--- config.mk ---
export PLATFORM = sky130hd
export DESIGN_NAME = regfile_arbiter
export DESIGN_NICKNAME = d
export VERILOG_FILES = /design/src/rtl/regfile_arbiter.sv
export SDC_FILE = /design/constraint.sdc
export NUM_CORES = 1
export LEC_CHECK = 0
export ABC_CLOCK_PERIOD_IN_PS = 1400
export CAP_MARGIN = 40
export CORE_AREA = 5 5 160 162
export DETAILED_ROUTE_END_ITERATION = 8
export DIE_AREA = 0 0 165 167
export PLACE_DENSITY_LB_ADDON = 0.2
export SETUP_SLACK_MARGIN = 0.3
export SLEW_MARGIN = 30
export SYNTH_ARGS = -nofsm -noshare
export SYNTH_HDL_FRONTEND = slang
export SYNTH_SLANG_ARGS = --single-unit
--- constraint.sdc ---
create_clock -name clk_i -period 1.4 [get_ports clk_i]
set_input_delay 0.35 -clock clk_i [delete_from_list [all_inputs] [get_ports clk_i]]
set_output_delay 0.35 -clock clk_i [all_outputs]
set_load 0.005 [all_outputs]
--- src/rtl/regfile_arbiter.sv ---
// regfile_arbiter: register file init sequencer plus single-port arbiter with a 1-cycle registered response.
// Define REGFILE_ARB_RR_EN for round-robin arbitration; default build is fixed priority (lowest index wins).
module regfile_arbiter #(
  parameter int unsigned WORD_LEN    = 64,
  parameter int unsigned NUM_REQ     = 3,
  parameter int unsigned INIT_CYCLES = 2
) (
  input  logic                        clk_i,
  input  logic                        reset_ni,
  input  logic [NUM_REQ-1:0]          req_valid_i,
  input  logic [NUM_REQ-1:0]          req_write_i,
  input  logic [NUM_REQ*4-1:0]        req_reg_i,
  input  logic [NUM_REQ*WORD_LEN-1:0] req_data_i,
  output logic [NUM_REQ-1:0]          req_ready_o,
  output logic                        rsp_valid_o,
  output logic [NUM_REQ-1:0]          rsp_req_o,
  output logic [WORD_LEN-1:0]         rsp_data_o,
  output logic                        init_done_o,
  output logic                        rf_reset_o,
  output logic                        rf_write_en_o,
  output logic [3:0]                  rf_reg_id_o,
  output logic [WORD_LEN-1:0]         rf_value_o,
  input  logic [WORD_LEN-1:0]         rf_value_i
);
  localparam int unsigned      CNT_W    = (INIT_CYCLES > 1) ? $clog2(INIT_CYCLES) : 1;
  localparam logic [CNT_W-1:0] CNT_LAST = CNT_W'(INIT_CYCLES - 1);

  typedef enum logic {ST_INIT, ST_RUN} state_e;

  state_e              state_q, state_d;
  logic [CNT_W-1:0]    cnt_q, cnt_d;
  logic                rf_reset_q, rf_reset_d;
  logic                init_done_q, init_done_d;
  logic                rsp_valid_q, rsp_valid_d;
  logic [NUM_REQ-1:0]  rsp_req_q, rsp_req_d;
  logic [WORD_LEN-1:0] rsp_data_q, rsp_data_d;
  logic [NUM_REQ-1:0]  gnt;

  always_comb begin
    state_d = state_q;
    cnt_d   = cnt_q;
    if (state_q == ST_INIT) begin
      cnt_d = cnt_q + CNT_W'(1);
      if (cnt_q == CNT_LAST) state_d = ST_RUN;
    end
    rf_reset_d  = (state_d == ST_INIT);
    init_done_d = (state_d == ST_RUN);
  end

`ifdef REGFILE_ARB_RR_EN
  localparam int unsigned PTR_W = (NUM_REQ > 1) ? $clog2(NUM_REQ) : 1;
  logic [PTR_W-1:0] ptr_q, ptr_d;

  // Search starts at the pointer and wraps; the pointer moves past each winner.
  always_comb begin
    int unsigned      idx;
    int unsigned      nxt;
    logic [PTR_W-1:0] sel;
    gnt   = '0;
    ptr_d = ptr_q;
    idx   = 0;
    nxt   = 0;
    sel   = '0;
    if (state_q == ST_RUN) begin
      for (int unsigned i = 0; i < NUM_REQ; i++) begin
        idx = 32'(ptr_q) + i;
        if (idx >= NUM_REQ) idx = idx - NUM_REQ;
        sel = PTR_W'(idx);
        if (gnt == '0 && req_valid_i[sel]) begin
          gnt[sel] = 1'b1;
          nxt      = idx + 1;
          if (nxt == NUM_REQ) nxt = 0;
          ptr_d = PTR_W'(nxt);
        end
      end
    end
  end
`else
  always_comb begin
    gnt = '0;
    if (state_q == ST_RUN) begin
      for (int unsigned i = 0; i < NUM_REQ; i++) begin
        if (gnt == '0 && req_valid_i[i]) gnt[i] = 1'b1;
      end
    end
  end
`endif

  // One-hot mux of the winner onto the port; response captures the pre-write read value.
  always_comb begin
    rf_write_en_o = 1'b0;
    rf_reg_id_o   = '0;
    rf_value_o    = '0;
    rsp_valid_d   = |gnt;
    rsp_req_d     = rsp_req_q;
    rsp_data_d    = rsp_data_q;
    for (int unsigned i = 0; i < NUM_REQ; i++) begin
      if (gnt[i]) begin
        rf_write_en_o = req_write_i[i];
        rf_reg_id_o   = req_reg_i[4*i +: 4];
        rf_value_o    = req_data_i[WORD_LEN*i +: WORD_LEN];
      end
    end
    if (|gnt) begin
      rsp_req_d  = gnt;
      rsp_data_d = rf_value_i;
    end
  end

  always_ff @(posedge clk_i or negedge reset_ni) begin
    if (!reset_ni) begin
      state_q     <= ST_INIT;
      cnt_q       <= '0;
      rf_reset_q  <= 1'b1;
      init_done_q <= 1'b0;
      rsp_valid_q <= 1'b0;
      rsp_req_q   <= '0;
      rsp_data_q  <= '0;
`ifdef REGFILE_ARB_RR_EN
      ptr_q       <= '0;
`endif
    end else begin
      state_q     <= state_d;
      cnt_q       <= cnt_d;
      rf_reset_q  <= rf_reset_d;
      init_done_q <= init_done_d;
      rsp_valid_q <= rsp_valid_d;
      rsp_req_q   <= rsp_req_d;
      rsp_data_q  <= rsp_data_d;
`ifdef REGFILE_ARB_RR_EN
      ptr_q       <= ptr_d;
`endif
    end
  end

  assign req_ready_o = gnt;
  assign rsp_valid_o = rsp_valid_q;
  assign rsp_req_o   = rsp_req_q;
  assign rsp_data_o  = rsp_data_q;
  assign init_done_o = init_done_q;
  assign rf_reset_o  = rf_reset_q;

endmodule

==> flow_summary.json <==
{
  "row_count": 57,
  "path_cells": "buf_6 -> and2_4 -> buf_6 -> buf_4 -> buf_4 -> a22oi_2 -> a21oi_2 -> buf_2",
  "nFillCells": 2308,
  "setup_tns_ns": -71.45,
  "drv_slew": 0,
  "setup_viol_count_final": 141,
  "grt_usage": 0.172,
  "cts_root_buf": "clkbuf_16",
  "regArea_um2": 1780,
  "overflow": 0,
  "drtAntennaViolNets": 0,
  "worstSetupEndpointType": "primary output",
  "antenna_found_initial": 1,
  "fin_crit_ns": 2.20,
  "fin_crit_sh": 1.57,
  "power_mw": 7.21,
  "clock_path_buffers": 2,
  "worst_skew_pair.late_latency_ns": 0.33,
  "grt_pass1_wl_mm": 35.6,
  "netlist_instances": 394,
  "drt_pre_antenna_iters": 4,
  "routed.top_layer": "met4",
  "drc": 0,
  "io_pins": 418,
  "worst_pin_slew_ns": 0.397,
  "ys_types": 22,
  "numCtsBuffers": 9,
  "postLayoutCellArea_um2": 11000,
  "worst_ep_required_time_ns": 1.05,
  "cpMaxStageDelayCell": "dfrtp_2",
  "drtIter0Drc": 142,
  "nets": 1194,
  "portBuffers": 417,
  "rsz0062_at_grt": "true",
  "h-tree-depth": 3,
  "grt_pass1_vias": 5749,
  "area_delta_synth_final_pct": 172,
  "fmax_mhz": 454,
  "multi_input_area_um2": 3040,
  "wl_met1_mm": 9.57,
  "max_stage_delay_ns": 0.42,
  "wl_mm": 25.9,
  "clkTransAtPathRegs_ns": 0.06,
  "die_area_um2": 27600,
  "netlist_area_um2": 4030,
  "arrival_ns": 1.85,
  "finalWeightedCongestion": 0.875,
  "core_area_um2": 24000,
  "clock_skew_ns": 0.00531,
  "stdcell_count": 1247,
  "drive_gt1_frac": 0.579,
  "wl_per_cell_um": 20.8,
  "grt_max_degree": 72,
  "ctsHoldBuffers": 0,
  "vias": 5384,
  "maxCapViolCount": 0,
  "hold_violations": 0,
  "initial_core_util": 0.168,
  "vias_per_cell": 4.32,
  "pwr_density_cell_nw_per_um2": 657,
  "die_w_um": 165,
  "status": "complete, but fails checks",
  "leakagePower_nw": 4.65,
  "synthesis.nets": 670,
  "synth_seq_cells": 71,
  "wl_met2_mm": 13.2,
  "worstPathMaxFanout": 5,
  "cts_tree": "yes",
  "ys_warn_count": 0,
  "failed_checks": "setup timing",
  "post_dp_cell_area_um2": 9060,
  "r2r_slack_ns": -0.40,
  "hold_path.class": "primary input to async pin",
  "place_inst": 1130,
  "critPathKind": "register to primary output",
  "slew_headroom": 0.735,
  "cts.sinks": 71,
  "met3RoutedLength_mm": 1.96,
  "setup_slack_ns": -0.801,
  "ys_seq_area_frac": 0.441,
  "syn_area_per_cell_um2": 10.2,
  "hpwl_mm": 18.2,
  "peakVddDrop_mv": 0.473,
  "die_y_um": 167,
  "startpoint_type": "register"
}
==> cell usage after synthesis <==
master,n,area share
nor2_1,69,0.064
a21o_1,2,0.0037
xnor2_1,1,0.0022
buf_2,26,0.032
mux2_4,20,0.074
buf_4,5,0.0093
mux2_1,7,0.020
a22oi_1,69,0.13
nand4bb_1,1,0.0028
buf_6,2,0.0056
buf_8,2,0.0074
and3b_1,1,0.0022
or2_2,1,0.0016
and2_1,1,0.0016
o31ai_4,1,0.0053
a21oi_1,69,0.086
o31ai_1,1,0.0019
dfrtp_1,70,0.43
mux2_2,37,0.10
clkbuf_1,4,0.0037
dfstp_2,1,0.0065
inv_1,4,0.0037
==> cells in the final DEF (no fill, tap or decap), types with 5 or more instances in the layout <==
cell               n
buf_4             60
mux2_4            64
nor2_1            23
buf_16            19
dfrtp_1           69
clkbuf_2          16
buf_8              9
clkdlybuf4s50_1  271
buf_12            20
a21oi_1            5
buf_6             31
a22oi_2           56
nor2_2            13
clkbuf_16         14
nor2_4            33
a22oi_1           13
a21oi_2           60
buf_2            115
==> registers in the layout, indices dropped and copies added (netlist names) <==
register,flops
rsp_req_o,3
init_done_o,1
rsp_valid_o,1
cnt_q,1
rsp_data_o,64
rf_reset_o,1
==> through the flow <==
stage	utilization	hold slack [ns]	setup WS [ns]
floorplan	-	0.0544	-0.0932
CTS	0.436	0.0526	-0.816
global placement	0.378	0.416	-1.27
finish	0.458	0.0362	-0.801
detailed placement	0.378	0.417	-1.34
global route	0.458	0.0730	-0.874
==> metal layers <==
layer,global-route usage,up-vias
li1,-,2497
met1,0.184,2549
met2,0.305,276
met3,0.0531,62
met4,0.0803,0
met5,0,-
==> repair_timing <==
item,4_1_cts,5_1_grt
hold endpoints to repair,0,0
resized for setup,502,270
pin swaps,45,26
gates cloned,19,5
endpoints found under the setup margin,210,212
buffers inserted,34,43
==> worst max-delay path, delay by kind of cell (launching register included) <==
kind / cells / cell delay (ns)
AOI/OAI and AO/OA: 2 / 0.26
buffers and inverters: 5 / 0.64
DFF: 1 / 0.42
and+or+nand+nor: 1 / 0.19
==> report_power, final <==
part	switching (mW)	leakage [nW]	internal (mW)
clock network	0.864	0.131	1.24
registers	0.0691	0.826	2.19
logic	1.02	3.69	1.82
==> layout make-up <==
class | count | share of cell area
clock buffer | 10 | 0.0218
tap | 324 | 0.0370
antenna | 1 | 0.000228
timing repair buffer | 551 | 0.497
sequential | 71 | 0.162
multi-input combinational | 281 | 0.277
clock inverter | 5 | 0.00308
inverter | 4 | 0.00183
==> final timing paths <==
kind	start	endpoint	depth (start not counted)
max	init_done_o$_DFF_PN0_	rf_value_o[1]	8
min	reset_ni	rsp_data_o[26]$_DFFE_PN0P_	2
max reg2reg	init_done_o$_DFF_PN0_	rsp_data_o[0]$_DFFE_PN0P_	9
min reg2reg	rsp_req_o[1]$_DFFE_PN0P_	rsp_req_o[1]$_DFFE_PN0P_	1
max in group asynchronous	reset_ni	rf_reset_o$_DFF_PN1_	2
min in group clk_i	rsp_req_o[1]$_DFFE_PN0P_	rsp_req_o[1]$_DFFE_PN0P_	1
==> kinds of logic (layout without fill, tap and decap cells) <==
logic type | Yosys count | after routing | share of synthesized area
flops | 71 | 71 | 0.441
xor+xnor | 1 | 1 | 0.00217
buf+inv | 43 | 570 | 0.0621
simple gates | 73 | 74 | 0.0723
mux | 64 | 64 | 0.197
other cells | 0 | 1 | 0
compound gates | 142 | 142 | 0.225
Note: power is estimated with default switching activity, not from simulation.
